## src/rtl/rv_pkg.sv

```systemverilog
// Shared fetch-stage constants and the fetch-queue entry type.
package rv_pkg;

    localparam int XLEN = 32;
    localparam int ILEN = 32;

    localparam logic [XLEN-1:0] INST_BYTES = 32'd4;
    localparam logic [XLEN-1:0] RESET_VEC  = 32'h0000_0000;

    // One fetch-queue slot: the PC is known at request time, the
    // instruction arrives later and sets 'filled'.
    typedef struct packed {
        logic [XLEN-1:0] pc;
        logic [ILEN-1:0] inst;
        logic            filled;
    } fetch_entry_t;

endpackage

```

## src/rtl/fetch_queue.sv

```systemverilog
// DEPTH-entry circular fetch queue.
// - A slot is allocated at the tail when a request is accepted.
// - Slots are filled in order through a separate fill pointer as responses arrive.
// - Slots are popped at the head.
// Clear empties the queue in one cycle; it is used on a redirect.
module fetch_queue
    import rv_pkg::*;
#(
    parameter int DEPTH = 4
) (
    input  logic                         clk,
    input  logic                         reset,
    input  logic                         clear_i,
    input  logic                         alloc_i,
    input  logic [XLEN-1:0]              alloc_pc_i,
    input  logic                         fill_i,
    input  logic [ILEN-1:0]              fill_inst_i,
    input  logic                         pop_i,
    output logic [$clog2(DEPTH+1)-1:0]   count_o,
    output logic [$clog2(DEPTH+1)-1:0]   outst_o,
    output fetch_entry_t                 head_o
);

    localparam int CW = $clog2(DEPTH + 1);
    localparam int PW = $clog2(DEPTH);

    fetch_entry_t  mem_q [DEPTH];
    logic [PW-1:0] head_q;
    logic [PW-1:0] tail_q;
    logic [PW-1:0] fptr_q;
    logic [CW-1:0] count_q;
    logic [CW-1:0] outst_q;
    logic          fill_ok_s;

    // A response with nothing outstanding is a protocol error and is ignored.
    assign fill_ok_s = fill_i & (outst_q != {CW{1'b0}});

    // Queue storage, pointers and occupancy counters.
    always_ff @(posedge clk or posedge reset) begin
        if (reset) begin
            for (int i = 0; i < DEPTH; i++) begin
                mem_q[i] <= '0;
            end
            head_q  <= '0;
            tail_q  <= '0;
            fptr_q  <= '0;
            count_q <= '0;
            outst_q <= '0;
        end else if (clear_i) begin
            for (int i = 0; i < DEPTH; i++) begin
                mem_q[i].filled <= 1'b0;
            end
            head_q  <= '0;
            tail_q  <= '0;
            fptr_q  <= '0;
            count_q <= '0;
            outst_q <= '0;
        end else begin
            // Alloc, fill and pop always touch distinct slots while count < DEPTH.
            if (alloc_i) begin
                mem_q[tail_q].pc     <= alloc_pc_i;
                mem_q[tail_q].filled <= 1'b0;
                tail_q               <= tail_q + PW'(1);
            end
            if (fill_ok_s) begin
                mem_q[fptr_q].inst   <= fill_inst_i;
                mem_q[fptr_q].filled <= 1'b1;
                fptr_q               <= fptr_q + PW'(1);
            end
            // Clearing 'filled' on pop keeps a later empty head from looking valid.
            if (pop_i) begin
                mem_q[head_q].filled <= 1'b0;
                head_q               <= head_q + PW'(1);
            end
            count_q <= count_q + CW'(alloc_i) - CW'(pop_i);
            outst_q <= outst_q + CW'(alloc_i) - CW'(fill_ok_s);
        end
    end

    assign count_o = count_q;
    assign outst_o = outst_q;
    assign head_o  = mem_q[head_q];

endmodule

```

## src/rtl/fetch_unit.sv

```systemverilog
// Instruction-fetch stage. It generates the PC and issues in-order pipelined
// instruction-memory requests. A fetch queue feeds decode over valid/ready.
// On a redirect the queue is flushed. Responses still in flight for the old
// path are counted in drop_cnt and discarded as they return.
module fetch_unit
    import rv_pkg::*;
#(
    parameter int DEPTH = 4
) (
    input  logic            clk,
    input  logic            reset,
    input  logic            fetch_en,
    input  logic            redirect_valid,
    input  logic [XLEN-1:0] redirect_pc,
    output logic            imem_req_valid,
    input  logic            imem_req_ready,
    output logic [XLEN-1:0] imem_req_addr,
    input  logic            imem_rsp_valid,
    input  logic [ILEN-1:0] imem_rsp_data,
    output logic            id_valid,
    input  logic            id_ready,
    output logic [XLEN-1:0] id_pc,
    output logic [ILEN-1:0] id_inst
);

    localparam int CW = $clog2(DEPTH + 1);

    logic [XLEN-1:0] pc_q;
    logic [XLEN-1:0] pc_d;
    logic [CW-1:0]   drop_q;
    logic [CW-1:0]   drop_d;
    logic [CW:0]     drop_sum_s;
    logic [XLEN-1:0] hold_pc_q;
    logic [ILEN-1:0] hold_inst_q;
    logic [CW-1:0]   count_s;
    logic [CW-1:0]   outst_s;
    fetch_entry_t    head_s;
    logic            req_valid_s;
    logic            hs_s;
    logic            fill_s;
    logic            pop_s;

    // count is registered, so a same-cycle pop cannot free a slot for a request.
    assign req_valid_s = ~reset & fetch_en & ~redirect_valid & (count_s < CW'(DEPTH));
    assign hs_s        = req_valid_s & imem_req_ready;
    assign pop_s       = head_s.filled & id_ready & ~redirect_valid;

    // Next PC and drop counter. A redirect outranks everything else.
    always_comb begin
        pc_d       = pc_q;
        drop_d     = drop_q;
        fill_s     = 1'b0;
        drop_sum_s = {1'b0, drop_q} + {1'b0, outst_s};
        if (redirect_valid) begin
            pc_d = redirect_pc;
            // Every outstanding request becomes a drop.
            // A response in this same cycle consumes one of those drops.
            if (imem_rsp_valid && (drop_sum_s != {(CW+1){1'b0}})) begin
                drop_d = drop_sum_s[CW-1:0] - CW'(1);
            end else begin
                drop_d = drop_sum_s[CW-1:0];
            end
        end else begin
            if (hs_s) begin
                pc_d = pc_q + INST_BYTES;
            end else begin
                pc_d = pc_q;
            end
            if (imem_rsp_valid) begin
                if (drop_q != {CW{1'b0}}) begin
                    drop_d = drop_q - CW'(1);
                end else begin
                    fill_s = 1'b1;
                end
            end else begin
                drop_d = drop_q;
            end
        end
    end

    // PC and drop-counter registers.
    always_ff @(posedge clk or posedge reset) begin
        if (reset) begin
            pc_q   <= RESET_VEC;
            drop_q <= '0;
        end else begin
            pc_q   <= pc_d;
            drop_q <= drop_d;
        end
    end

    // Remember the last presented instruction so the decode outputs hold when empty.
    always_ff @(posedge clk or posedge reset) begin
        if (reset) begin
            hold_pc_q   <= '0;
            hold_inst_q <= '0;
        end else if (head_s.filled) begin
            hold_pc_q   <= head_s.pc;
            hold_inst_q <= head_s.inst;
        end else begin
            hold_pc_q   <= hold_pc_q;
            hold_inst_q <= hold_inst_q;
        end
    end

    fetch_queue #(.DEPTH(DEPTH)) u_queue (
        .clk         (clk),
        .reset       (reset),
        .clear_i     (redirect_valid),
        .alloc_i     (hs_s),
        .alloc_pc_i  (pc_q),
        .fill_i      (fill_s),
        .fill_inst_i (imem_rsp_data),
        .pop_i       (pop_s),
        .count_o     (count_s),
        .outst_o     (outst_s),
        .head_o      (head_s)
    );

    assign imem_req_valid = req_valid_s;
    assign imem_req_addr  = pc_q;
    assign id_valid       = head_s.filled;
    assign id_pc          = head_s.filled ? head_s.pc   : hold_pc_q;
    assign id_inst        = head_s.filled ? head_s.inst : hold_inst_q;

endmodule

```

## config.mk

```make
export PLATFORM = sky130hd
export DESIGN_NAME = fetch_unit
export DESIGN_NICKNAME = d
export VERILOG_FILES = /design/src/rtl/rv_pkg.sv /design/src/rtl/fetch_queue.sv /design/src/rtl/fetch_unit.sv
export SDC_FILE = /design/constraint.sdc
export NUM_CORES = 1
export LEC_CHECK = 0
export ABC_AREA = 1
export BUFFER_PORTS_ARGS = -buffer_cell sky130_fd_sc_hd__buf_2
export CAP_MARGIN = 20
export CORE_ASPECT_RATIO = 1.5
export CORE_MARGIN = 8
export CORE_UTILIZATION = 50
export CTS_CLUSTER_SIZE = 8
export DETAILED_ROUTE_END_ITERATION = 10
export PLACE_DENSITY = 0.74
export SYNTH_ARGS = -nofsm -noshare
export SYNTH_HDL_FRONTEND = slang
export SYNTH_SLANG_ARGS = --single-unit
export TNS_END_PERCENT = 1
```

## constraint.sdc

```tcl
create_clock -name clk -period 19.1 [get_ports clk]
set_input_delay 0.955 -clock clk [delete_from_list [all_inputs] [get_ports clk]]
set_output_delay 0.955 -clock clk [all_outputs]
set_load 0.02 [all_outputs]
```

==> results.sh <==
export IMPL_status="finished clean"
export IMPL_numClockSinks=371
export IMPL_p_per_area_mw_per_mm2=115.3
export IMPL_top_layer_used="met5"
export IMPL_hpwl_um=28420
export IMPL_syn_instance_count=2003
export IMPL_relSlewSlack=0.2854
export IMPL_cts_buffer_depth=3
export IMPL_max_cap_violations=0
export IMPL_setup_slack_ns=14.31
export IMPL_vias=14080
export IMPL_chipHeight_um=242.3
export IMPL_rsz0062_at_grt="false"
export IMPL_htree_num_levels=2
export IMPL_avgSynthCellArea_um2=8.524
export IMPL_grt_usage=0.2208
export IMPL_layoutNonFillerInstCount=2548
export IMPL_hold_violations=0
export IMPL_design_area_mm2=0.01949
export IMPL_synth_cell_types=36
export IMPL_cp_data_arrival_time_ns=3.83
export IMPL_grt_max_degree=99
export IMPL_synth_edf_count=0
export IMPL_initial_core_util=0.5027
export IMPL_syn_nets=2099
export IMPL_antenna_found_initial=1
export IMPL_synth_ff_type="dfrtp_1"
export IMPL_first_pass_iters=7
export IMPL_slew_viol_final=0
export IMPL_placed_area_mm2=0.01813
export IMPL_ctsResizeCount=0
export IMPL_drt_initial_drc_count=1200
export IMPL_seq_area_frac_synth=0.5438
export IMPL_multiInputGateArea_mm2=0.006595
export IMPL_startpoint_type="flip-flop"
export IMPL_wirelength_met1_um=17720
export IMPL_synthTopCellsByCount="450 x nand2_1, 371 x dfrtp_1, 297 x o21ai_0"
export IMPL_critPathCaptureType="output pin"
export IMPL_synth_area_leaders="dfrtp_1 54%, nand2_1 9.9%, o21ai_0 8.7%, nor2_1 5.4%, inv_1 3.7%"
export IMPL_p_leak_nw=9.228
export IMPL_post_route_util=0.5741
export IMPL_pre_cts_slack_ns=14.96
export IMPL_die_width_um=166.9
export IMPL_grt_pass1_wl_um=72950
export IMPL_grt_pass1_vias=14350
export IMPL_viasPerCell=5.527
export IMPL_ctsHoldBuffers=0
export IMPL_post_route_period_util=0.2507
export IMPL_io_pins=169
export IMPL_worstSetupPathType="flip-flop to output pin"
export IMPL_max_freq_mhz=208.8
export IMPL_power_mw=2.248
export IMPL_setup_viol=0
export IMPL_final_min_clock_period_ns=4.789
export IMPL_dp_cells=2492
export IMPL_max_vdd_ir_drop_uv=98.94
export IMPL_cts_setup_buffers=0
export IMPL_synth_largest_area_cell="dfrtp_1"
export IMPL_cts_tree="yes"
export IMPL_setup_tns_ns=0
export IMPL_dieArea_mm2=0.04044
export IMPL_ff_latch_area_mm2=0.009291
export IMPL_num_rows=83
export IMPL_cts_root_buf="clkbuf_16"
export IMPL_hp_class="flip-flop to flip-flop"
export IMPL_area_delta_synth_final_pct=14.19
export IMPL_grt_overflow_total=0
export IMPL_fin_hold_ws_ns=0.4783
export IMPL_worstSkewPairLatency_ns=0.57
export IMPL_nets=2218
export IMPL_drt_wl_total_um=43990
export IMPL_fin_skew_ns=0.02410
export IMPL_drive_above_1_share=0.1371
export IMPL_portBuffers=168
export IMPL_syn_area_mm2=0.01707
export IMPL_globalplace_congestion=0.8678
export IMPL_cts_buffers=52
export IMPL_wl_met2_um=22360
export IMPL_tightest_slew_ns=1.072
export IMPL_synthArstFlopShare=1.000
export IMPL_fill_cells=3057
export IMPL_synth_yosys_warnings=0
export IMPL_critPathMaxFanout=98
export IMPL_ant_nets=0
export IMPL_diodes=0
export IMPL_wl_met3_um=2263
export IMPL_synth_most_common_cell="nand2_1"
export IMPL_synth_top_area_frac=0.5438
export IMPL_crit_required_ns=18.15
export IMPL_wl_per_cell_um=17.26
export IMPL_drc_errors=0
export IMPL_synth_seq_cells=371
export IMPL_core_mm2=0.03396
export IMPL_clkTransAtPathRegs_ns=0.06
==> layout make-up <==
class	count	area share
Clock buffer	54	0.06822
Sequential cell	371	0.4766
Multi-Input combinational cell	1334	0.3383
Inverter	174	0.03402
Clock inverter	1	0.0003851
Timing Repair Buffer	189	0.05520
Tap cell	425	0.02728
==> placed cells by master (no fill, tap or decap), types with 3 or more instances in the layout <==
| master | n |
|---|---|
| nand2_2 | 5 |
| nand3_1 | 50 |
| dfrtp_1 | 369 |
| inv_1 | 168 |
| nor2_2 | 3 |
| o211ai_1 | 38 |
| a21oi_1 | 39 |
| buf_12 | 3 |
| o21ai_1 | 18 |
| nor3_1 | 3 |
| fa_1 | 3 |
| mux2_2 | 26 |
| xnor2_1 | 4 |
| o21ai_0 | 297 |
| o21bai_1 | 7 |
| ha_1 | 22 |
| nor2_4 | 4 |
| nand2_1 | 446 |
| a31oi_1 | 65 |
| and3_1 | 5 |
| buf_2 | 168 |
| o21a_1 | 38 |
| xor2_1 | 6 |
| buf_4 | 16 |
| nor2_1 | 246 |
| clkbuf_16 | 53 |
==> final timing paths <==
path,startpoint,end,cells past startpoint,slack [ns]
setup / recovery,u_queue.head_q[0],id_pc[12],9,14.31
hold / removal,flip-flop,flip-flop,2,0.48
setup reg to reg,u_queue.head_q[0],u_queue.count_o[2],15,14.92
hold reg to reg,flip-flop,flip-flop,2,0.48
max in group asynchronous,reset,asynchronous set/reset pin,5,16.51
min in group asynchronous,reset,hold_inst_q[27],2,0.50
==> worst max-delay path, stage by stage (launching register included) <==
cell,delay (ns)
dfrtp_4,0.46
buf_4,0.44
inv_2,0.12
buf_4,0.60
nor2_1,0.17
o21ai_4,0.19
buf_4,0.57
nor2_1,0.10
a31oi_1,0.32
buf_2,0.24
==> report_power, final <==
part / total (mW) / internal (mW) / leakage [nW] / switching, mW
sequential: 0.995 / 0.926 / 4.68 / 0.0686
combinational: 0.457 / 0.163 / 3.89 / 0.294
clock: 0.796 / 0.482 / 0.654 / 0.314
==> cells by family (layout without fill, tap and decap cells) <==
logic type      count (synthesis)  count (layout)  synth area share
flops                         371             371            0.5438
simple gates                  768             768            0.1777
buf+inv                       298             418           0.07094
mux                            26              26           0.01715
compound gates                505             505            0.1656
xor+xnor                       10              10          0.005130
fa+ha+maj                      25              25           0.01964
==> per-layer routing <==
| metal | track usage | vias up |
|---|---|---|
| met2 | 0.3855 | 405 |
| met5 | 0 | - |
| met1 | 0.2609 | 6838 |
| met4 | 0.09647 | 2 |
| li1 | - | 6735 |
| met3 | 0.04175 | 103 |
Note: power is estimated with default switching activity, not from simulation.
